## src/rtl/sum_stage_pkg.sv

```systemverilog
// Shared configuration and control/data typedefs for the PE row pipeline sum stage.
package PECfg;
  localparam int PEROW   = 4;
  localparam int DWD     = 8;
  localparam int PSUMDWD = 16;
endpackage

package PECtlCfg;
  typedef struct packed {
    logic acc_src;
    logic emit;
  } SSctl;

  typedef struct packed {
    logic signed [PECfg::PSUMDWD-1:0] Psum_MS;
    logic signed [PECfg::DWD-1:0]     Sum_MS;
  } MSout;

  typedef struct packed {
    logic signed [PECfg::PSUMDWD-1:0] Psum_SS;
  } SSout;

  typedef enum logic {SS_EMPTY = 1'b0, SS_FULL = 1'b1} ss_state_e;
endpackage

```

## src/rtl/sum_stage_sat_add.sv

```systemverilog
// Single-row signed adder: PSUMDWD addend plus sign-extended DWD product.
// SUMSTAGE_SAT_EN selects saturating arithmetic with an overflow flag; otherwise wraps.
module sat_add #(
  parameter int DWD     = 8,
  parameter int PSUMDWD = 16
) (
  input  logic [PSUMDWD-1:0] a,
  input  logic [DWD-1:0]     b,
  output logic [PSUMDWD-1:0] sum,
  output logic               ovf
);
`ifdef SUMSTAGE_SAT_EN
  logic [PSUMDWD:0] wide;
  assign wide = {a[PSUMDWD-1], a} + {{(PSUMDWD-DWD+1){b[DWD-1]}}, b};

  // Top two bits disagree only when the true sum left the PSUMDWD range.
  always_comb begin
    sum = wide[PSUMDWD-1:0];
    ovf = 1'b0;
    if (wide[PSUMDWD] != wide[PSUMDWD-1]) begin
      ovf = 1'b1;
      sum = wide[PSUMDWD] ? {1'b1, {(PSUMDWD-1){1'b0}}} : {1'b0, {(PSUMDWD-1){1'b1}}};
    end
  end
`else
  assign sum = a + {{(PSUMDWD-DWD){b[DWD-1]}}, b};
  assign ovf = 1'b0;
`endif
endmodule

```

## src/rtl/sum_stage.sv

```systemverilog
// PE row sum stage: MS rdy/ack sink, per-row accumulate/emit, one-entry SS output register.
// SUMSTAGE_SAT_EN enables saturating sums and sticky per-row o_ovf flags.
module sum_stage
  import PECtlCfg::*;
#(
  parameter int PEROW   = PECfg::PEROW,
  parameter int DWD     = PECfg::DWD,
  parameter int PSUMDWD = PECfg::PSUMDWD
) (
  input  logic                   i_clk,
  input  logic                   i_rstn,
  input  logic                   MS_rdy,
  output logic                   MS_ack,
  input  MSout [PEROW-1:0]       i_data,
  input  SSctl                   i_SSpipe_MS,
  output logic                   SS_rdy,
  input  logic                   SS_ack,
  output SSout [PEROW-1:0]       o_data,
  output logic [PEROW-1:0]       o_ovf
);
  ss_state_e                       state;
  logic [PEROW-1:0][PSUMDWD-1:0]   acc, addend, sum;
  logic [PEROW-1:0]                row_ovf;
  logic                            xfer, emit_xfer, en;

  assign MS_ack    = MS_rdy && (!i_SSpipe_MS.emit || state == SS_EMPTY || SS_ack);
  assign xfer      = MS_rdy && MS_ack;
  assign emit_xfer = xfer && i_SSpipe_MS.emit;
  assign en        = xfer || (SS_ack && state == SS_FULL);
  assign SS_rdy    = (state == SS_FULL);

  for (genvar r = 0; r < PEROW; r++) begin : g_row
    assign addend[r] = i_SSpipe_MS.acc_src ? acc[r] : i_data[r].Psum_MS;
    sat_add #(.DWD(DWD), .PSUMDWD(PSUMDWD)) u_add (
      .a   (addend[r]),
      .b   (i_data[r].Sum_MS),
      .sum (sum[r]),
      .ovf (row_ovf[r])
    );
  end

  always_ff @(posedge i_clk or negedge i_rstn) begin
    if (!i_rstn) begin
      state  <= SS_EMPTY;
      o_data <= '0;
      acc    <= '0;
    end else if (en) begin
      if (xfer) begin
        for (int r = 0; r < PEROW; r++) begin
          if (i_SSpipe_MS.emit) begin
            o_data[r].Psum_SS <= sum[r];
            acc[r]            <= '0;
          end else begin
            acc[r] <= sum[r];
          end
        end
      end
      case (state)
        SS_EMPTY: if (emit_xfer) state <= SS_FULL;
        SS_FULL:  if (SS_ack && !emit_xfer) state <= SS_EMPTY;
        default:  state <= SS_EMPTY;
      endcase
    end
  end

`ifdef SUMSTAGE_SAT_EN
  // Flags only count on accepted beats; a stalled beat's sum is never committed.
  always_ff @(posedge i_clk or negedge i_rstn) begin
    if (!i_rstn)   o_ovf <= '0;
    else if (xfer) o_ovf <= o_ovf | row_ovf;
  end
`else
  logic unused_ovf;
  assign unused_ovf = ^row_ovf;
  assign o_ovf      = '0;
`endif
endmodule

```

## config.mk

```make
export PLATFORM = sky130hd
export DESIGN_NAME = sum_stage
export DESIGN_NICKNAME = d
export VERILOG_FILES = /design/src/rtl/sum_stage_pkg.sv /design/src/rtl/sum_stage_sat_add.sv /design/src/rtl/sum_stage.sv
export SDC_FILE = /design/constraint.sdc
export NUM_CORES = 1
export LEC_CHECK = 0
export CORE_MARGIN = 2
export CORE_UTILIZATION = 29
export DETAILED_ROUTE_END_ITERATION = 8
export PLACE_DENSITY = 0.48
export SLEW_MARGIN = 20
export SYNTH_ARGS = -nofsm -noshare
export SYNTH_HDL_FRONTEND = slang
export SYNTH_SLANG_ARGS = --single-unit
```

## constraint.sdc

```tcl
create_clock -name i_clk -period 3.2 [get_ports i_clk]
set_input_delay 0.64 -clock i_clk [delete_from_list [all_inputs] [get_ports i_clk]]
set_output_delay 0.64 -clock i_clk [all_outputs]
set_load 0.1 [all_outputs]
```

* After elaboration in Yosys (flattened, before gate mapping)
Cells that the tools add are included.
** Cells by class
- Add/subtract/negate cells :: 4
- Mux-type cells :: 11
- Bitwise logic cells :: 1
- Reduce and logical (&&, ||, !) cells :: 12
** Operator list (count)
- $mux 16 :: 8
- $add 16x16->16 :: 4
- $logic_and 1x1->1 :: 5
- $logic_or 1x1->1 :: 3
- $reduce_and 3->1 :: 1
- $logic_not 1->1 :: 2
- $mux 1 :: 2
- $pmux 1 s2 :: 1
- $reduce_and 2->1 :: 1
- $not 1->1 :: 1
** Storage, ports and cells
- Bits in registers :: 129
- Output and inout port bits :: 70
- Word-level logic and storage cells :: 37

* Depth between registers and ports, before layout
- Depth after elaboration :: 10
- Gate-level depth with buffers :: 11

* Hierarchy
A second synthesis with hierarchy kept.
** Second synthesis, totals
- Cells, all modules :: 760
- Area, all modules :: 8498.2 µm²
** Modules (own cells, without submodules)
- sum_stage :: instances 1, cells an instance 360, area an instance 5532.8 µm², sequential area each 3228.1 µm²
- sat_add (g_row[0].u_add ...) :: instances 3, cells an instance 100, area an instance 735.7 µm², sequential area each 0.0 µm²
- sat_add (g_row[3].u_add) :: instances 1, cells an instance 100, area an instance 758.2 µm², sequential area each 0.0 µm²

* Worst setup path before layout
OpenSTA, ideal clock, no wires.
- Path type :: input to register
- Start :: input i_SSpipe_MS[1] (netlist bit)
- End :: register o_data[42] (netlist bit)
- Arrival time :: 3365 ps
- Data required time :: 3075 ps
- Setup slack :: -290 ps
- Stages :: 11
- Path through :: buf_2 > buf_1 > mux2_2 > ha_1 > fa_1 > a21o_1 > a221oi_2 > o21bai_1 > a31oi_1 > xnor2_1 > mux2_2
** On the way
- Cells in the longest elaborated chain, start to end :: 2
** Ends and longest elaborated chain
- start, declared :: line sum_stage.sv:15 : input SSctl i_SSpipe_MS,
- $mux 16 :: line sum_stage.sv:33 : assign addend[r] = i_SSpipe_MS.acc_src ? acc[r] : i_data[r].Psum_MS;
- $add 16x16->16 :: line sum_stage_sat_add.sv:26 : assign sum = a + {{(PSUMDWD-DWD){b[DWD-1]}}, b};
- end, declared :: line sum_stage.sv:18 : output SSout [PEROW-1:0] o_data,
No other way between the ends.
A chain may end at the register's enable or synchronous reset.

* Final worst setup path
- Start :: input i_SSpipe_MS[1] (netlist bit)
- End :: register o_data[14] (netlist bit)
The elaborated chain is that of the path after synthesis.

==> flow_summary.yaml <==
setup_path:
  worstPathRequired_ns: 3.56
  path_common_cell: "a21oi_1"
  max_stage_delay_ns: 0.62
  criticalPathCategory: "in -> reg"
  cp-start-kind: "input pin"
  cp.arrival_ns: 3.36
  critPathBufInv: 2
  crit_chain: "buf_2, buf_12, mux2_2, ha_1, fa_1, a21oi_1, nor3_1, nor2_1, a21oi_1, or4b_2, nand3_1"
  cp_max_fo: 11
  slowest_stage: "or4b_2"
  path_delay_family: "simple AND/OR/NAND/NOR gates"
  endpoint_kind: "flop"
clock_network:
  cts_hold_buf: 0
  htree_levels: 4
  clkTransAtPathRegs_ns: 0.07
  cts-buffers-inserted: 17
  root_buffer: "clkbuf_16"
  worstSkewPairLatency_ns: 0.43
  cts_resized: 0
  cts_setup_buffers: 0
  cts_buffer_depth: 2
  cts_tree: "done"
  numClockSinks: 129
cells_and_area:
  drive_gt1_share_pct: 28.3
  layout_common_cells: "buf_4 (170), nand2_1 (138), dfrtp_1 (129), clkdlybuf4s50_1 (99), mux2_2 (80)"
  fin_nets: 1276
  post-route-util_pct: 41.4
  stdcell_area_mm2: 0.0119
  layout_commonest_cell: "buf_4"
  area_growth_pct: 40.7
timing:
  clock_skew_ns: 0.0137
  finalCritPeriodShare_pct: 93.8
  tightest_slew_ns: 0.659
  setup_violations: 0
  final_hold_viol_count: 0
  maxSlewHeadroom_pct: 56.1
  fmax_mhz: 333
  timing.hold.ws_ns: 0.224
  rsz0062_at_grt: "no"
  timing.final.crit_period_ns: 3.00
  finalMaxSlewViolations: 0
logic_synthesis:
  synth-compound-area-share_pct: 18.5
  synthAdderAreaFrac_pct: 9.86
  synth_xor_area_share_pct: 5.41
  avgSynthCellArea_um2: 9.90
  synthCells: 851
  yosys_most_used_dff: "dfrtp_1"
  synth_edf_count: 0
  synth.distinct_cells: 67
  netlist_area_mm2: 0.00842
  synth-seq-cells: 129
  async_reset_ff_share_pct: 100
  synth_top_family_by_area: "compound AO/OA/AOI/OAI gates"
  synth_mux_area_share_pct: 11.8
  seq_area_frac_synth_pct: 38.3
  yosysWarningCount: 0
  synthSimpleGateAreaFrac_pct: 13.3
place:
  gp_congestion: 0.785
  post_dp_cell_area_mm2: 0.0112
  hpwlAfterDp_mm: 19.2
  portBuffers: 167
power_and_ir_drop:
  p_clk_share_pct: 21.1
  p_comb_share_pct: 55.1
  seq_power_share_pct: 23.8
  p_sw_mw: 4.95
  powerDensity_mw_per_mm2: 867
  vdd_ir_drop_max_mv: 0.594
  power_mw: 10.3
  intPower_mw: 5.33
  sw_frac_of_total_pct: 48.1
  p_leak_nw: 5.57
die:
  row_count: 62
  core_area_mm2: 0.0286
  initial_core_util_pct: 29.4
  die_area_mm2: 0.0304
  die_h_um: 174
  fp.dieW_um: 174
  io_pins: 172
drt:
  ant_nets: 0
  via_per_inst: 4.89
  num_vias: 7365
  first_pass_iters: 6
  drc: 0
  totalWireLength_mm: 25.6
  wl_per_cell_um: 17.0
  drt_iter0_drc: 376
grt:
  grt_pass1_wl_mm: 41.1
  grt-ovfl-total: 0
  grt_max_degree: 64
  antenna_found_initial: 1
  grt_use_total_pct: 17.2
  grt_pass1_vias: 7598
run_status:
  status: "finished, final reports clean"
flow_run:
  max_cap_viol_count: 0
min_path:
  hp-class: "in -> async"
## flip-flops by register name, indices dropped and copies added, names as in the netlist
register and count:
o_data 64, acc 64, SS_rdy 1
## synth_stat cells (3+ instances only)
| cell type | count | area share, % |
|---|---|---|
| a21o_1 | 18 | 1.6 |
| o211ai_1 | 7 | 0.62 |
| xnor2_1 | 43 | 4.5 |
| a31o_2 | 3 | 0.31 |
| a21oi_1 | 41 | 2.4 |
| dfrtp_1 | 129 | 38 |
| clkbuf_1 | 24 | 1.1 |
| a31oi_1 | 8 | 0.59 |
| fa_1 | 4 | 0.95 |
| buf_4 | 4 | 0.36 |
| and3_1 | 9 | 0.67 |
| o31ai_1 | 11 | 0.98 |
| nor3_1 | 15 | 0.89 |
| mux2i_1 | 8 | 0.95 |
| inv_1 | 14 | 0.62 |
| xor2_1 | 9 | 0.94 |
| nand2_1 | 138 | 6.1 |
| nand2b_1 | 7 | 0.52 |
| buf_2 | 5 | 0.30 |
| nor4_1 | 3 | 0.22 |
| ha_1 | 60 | 8.9 |
| nand4_1 | 3 | 0.22 |
| a22o_1 | 39 | 4.1 |
| o21ai_0 | 36 | 2.1 |
| a211oi_1 | 7 | 0.62 |
| nor2b_1 | 6 | 0.45 |
| o21a_1 | 10 | 0.89 |
| mux2_2 | 80 | 11 |
| a221oi_1 | 5 | 0.52 |
| or3_1 | 5 | 0.37 |
| nor2_1 | 16 | 0.71 |
| buf_1 | 9 | 0.40 |
| nand3_1 | 20 | 1.2 |
| or4b_2 | 4 | 0.48 |
| or4_1 | 4 | 0.36 |
| o21bai_1 | 5 | 0.45 |
| and2_1 | 4 | 0.30 |
## area by class of cell
type,count,area [µm²]
Sequential cell,129,3230
Clock buffer,17,425
Multi-Input combinational cell,668,5000
Fill cell,2811,16800
Timing Repair Buffer,279,2440
Inverter,15,56.3
Antenna cell,1,2.50
Tap cell,384,480
Clock inverter,14,213
## final timing paths
kind                                     start                     end  slack (ns)  cells past startpoint
max in group asynchronous               i_rstn     acc[38]$_DFFE_PN0P_        2.28                      2
min                                     i_rstn     acc[57]$_DFFE_PN0P_        0.22                      1
min reg2reg                acc[48]$_DFFE_PN0P_     acc[48]$_DFFE_PN0P_        0.47                      2
max reg2reg                 acc[0]$_DFFE_PN0P_  o_data[14]$_DFFE_PN0P_        0.51                      9
min in group i_clk         acc[48]$_DFFE_PN0P_     acc[48]$_DFFE_PN0P_        0.47                      2
max                             i_SSpipe_MS[1]  o_data[14]$_DFFE_PN0P_        0.20                     11
## cells by family (layout without fill, tap and decap cells)
family | after synthesis | after routing
and+or+nand+nor | 242 | 242
AOI/OAI and AO/OA | 217 | 217
DFF | 129 | 129
muxes | 89 | 89
adders and majority gates | 64 | 64
buffers and inverters | 57 | 325
xor gates and xnor gates | 52 | 52
other | 1 | 5
## stage by stage
step / setup slack [ns] / cells / TNS [ns]
2_1_floorplan: -0.00752 / 854 / -0.00752
3_3_place_gp: -0.195 / 1475 / -4.11
3_5_place_dp: -0.235 / 1475 / -4.36
4_1_cts: 0.223 / 1506 / 0
5_1_grt: 0.0637 / 1507 / 0
6_report: 0.199 / 1507 / 0
## power by group through the flow
stage,clock network (mW),logic [mW],registers (mW)
after floorplan,0,1.83,4.76
after global placement,0,5.67,2.47
after detailed placement,0,5.69,2.47
after CTS,2.25,5.70,2.45
after global routing,2.32,6.01,2.52
final,2.17,5.66,2.44
## per-layer routing
metal | global-route usage (%) | share of wire [%] | up-vias
met5 | 0 | 0 | -
met4 | 5.25 | 1.3 | 0
met3 | 3.54 | 4.6 | 19
met2 | 27.6 | 46 | 163
met1 | 23.4 | 48 | 3559
li1 | - | - | 3624
Note: power is estimated with default switching activity, not from simulation.
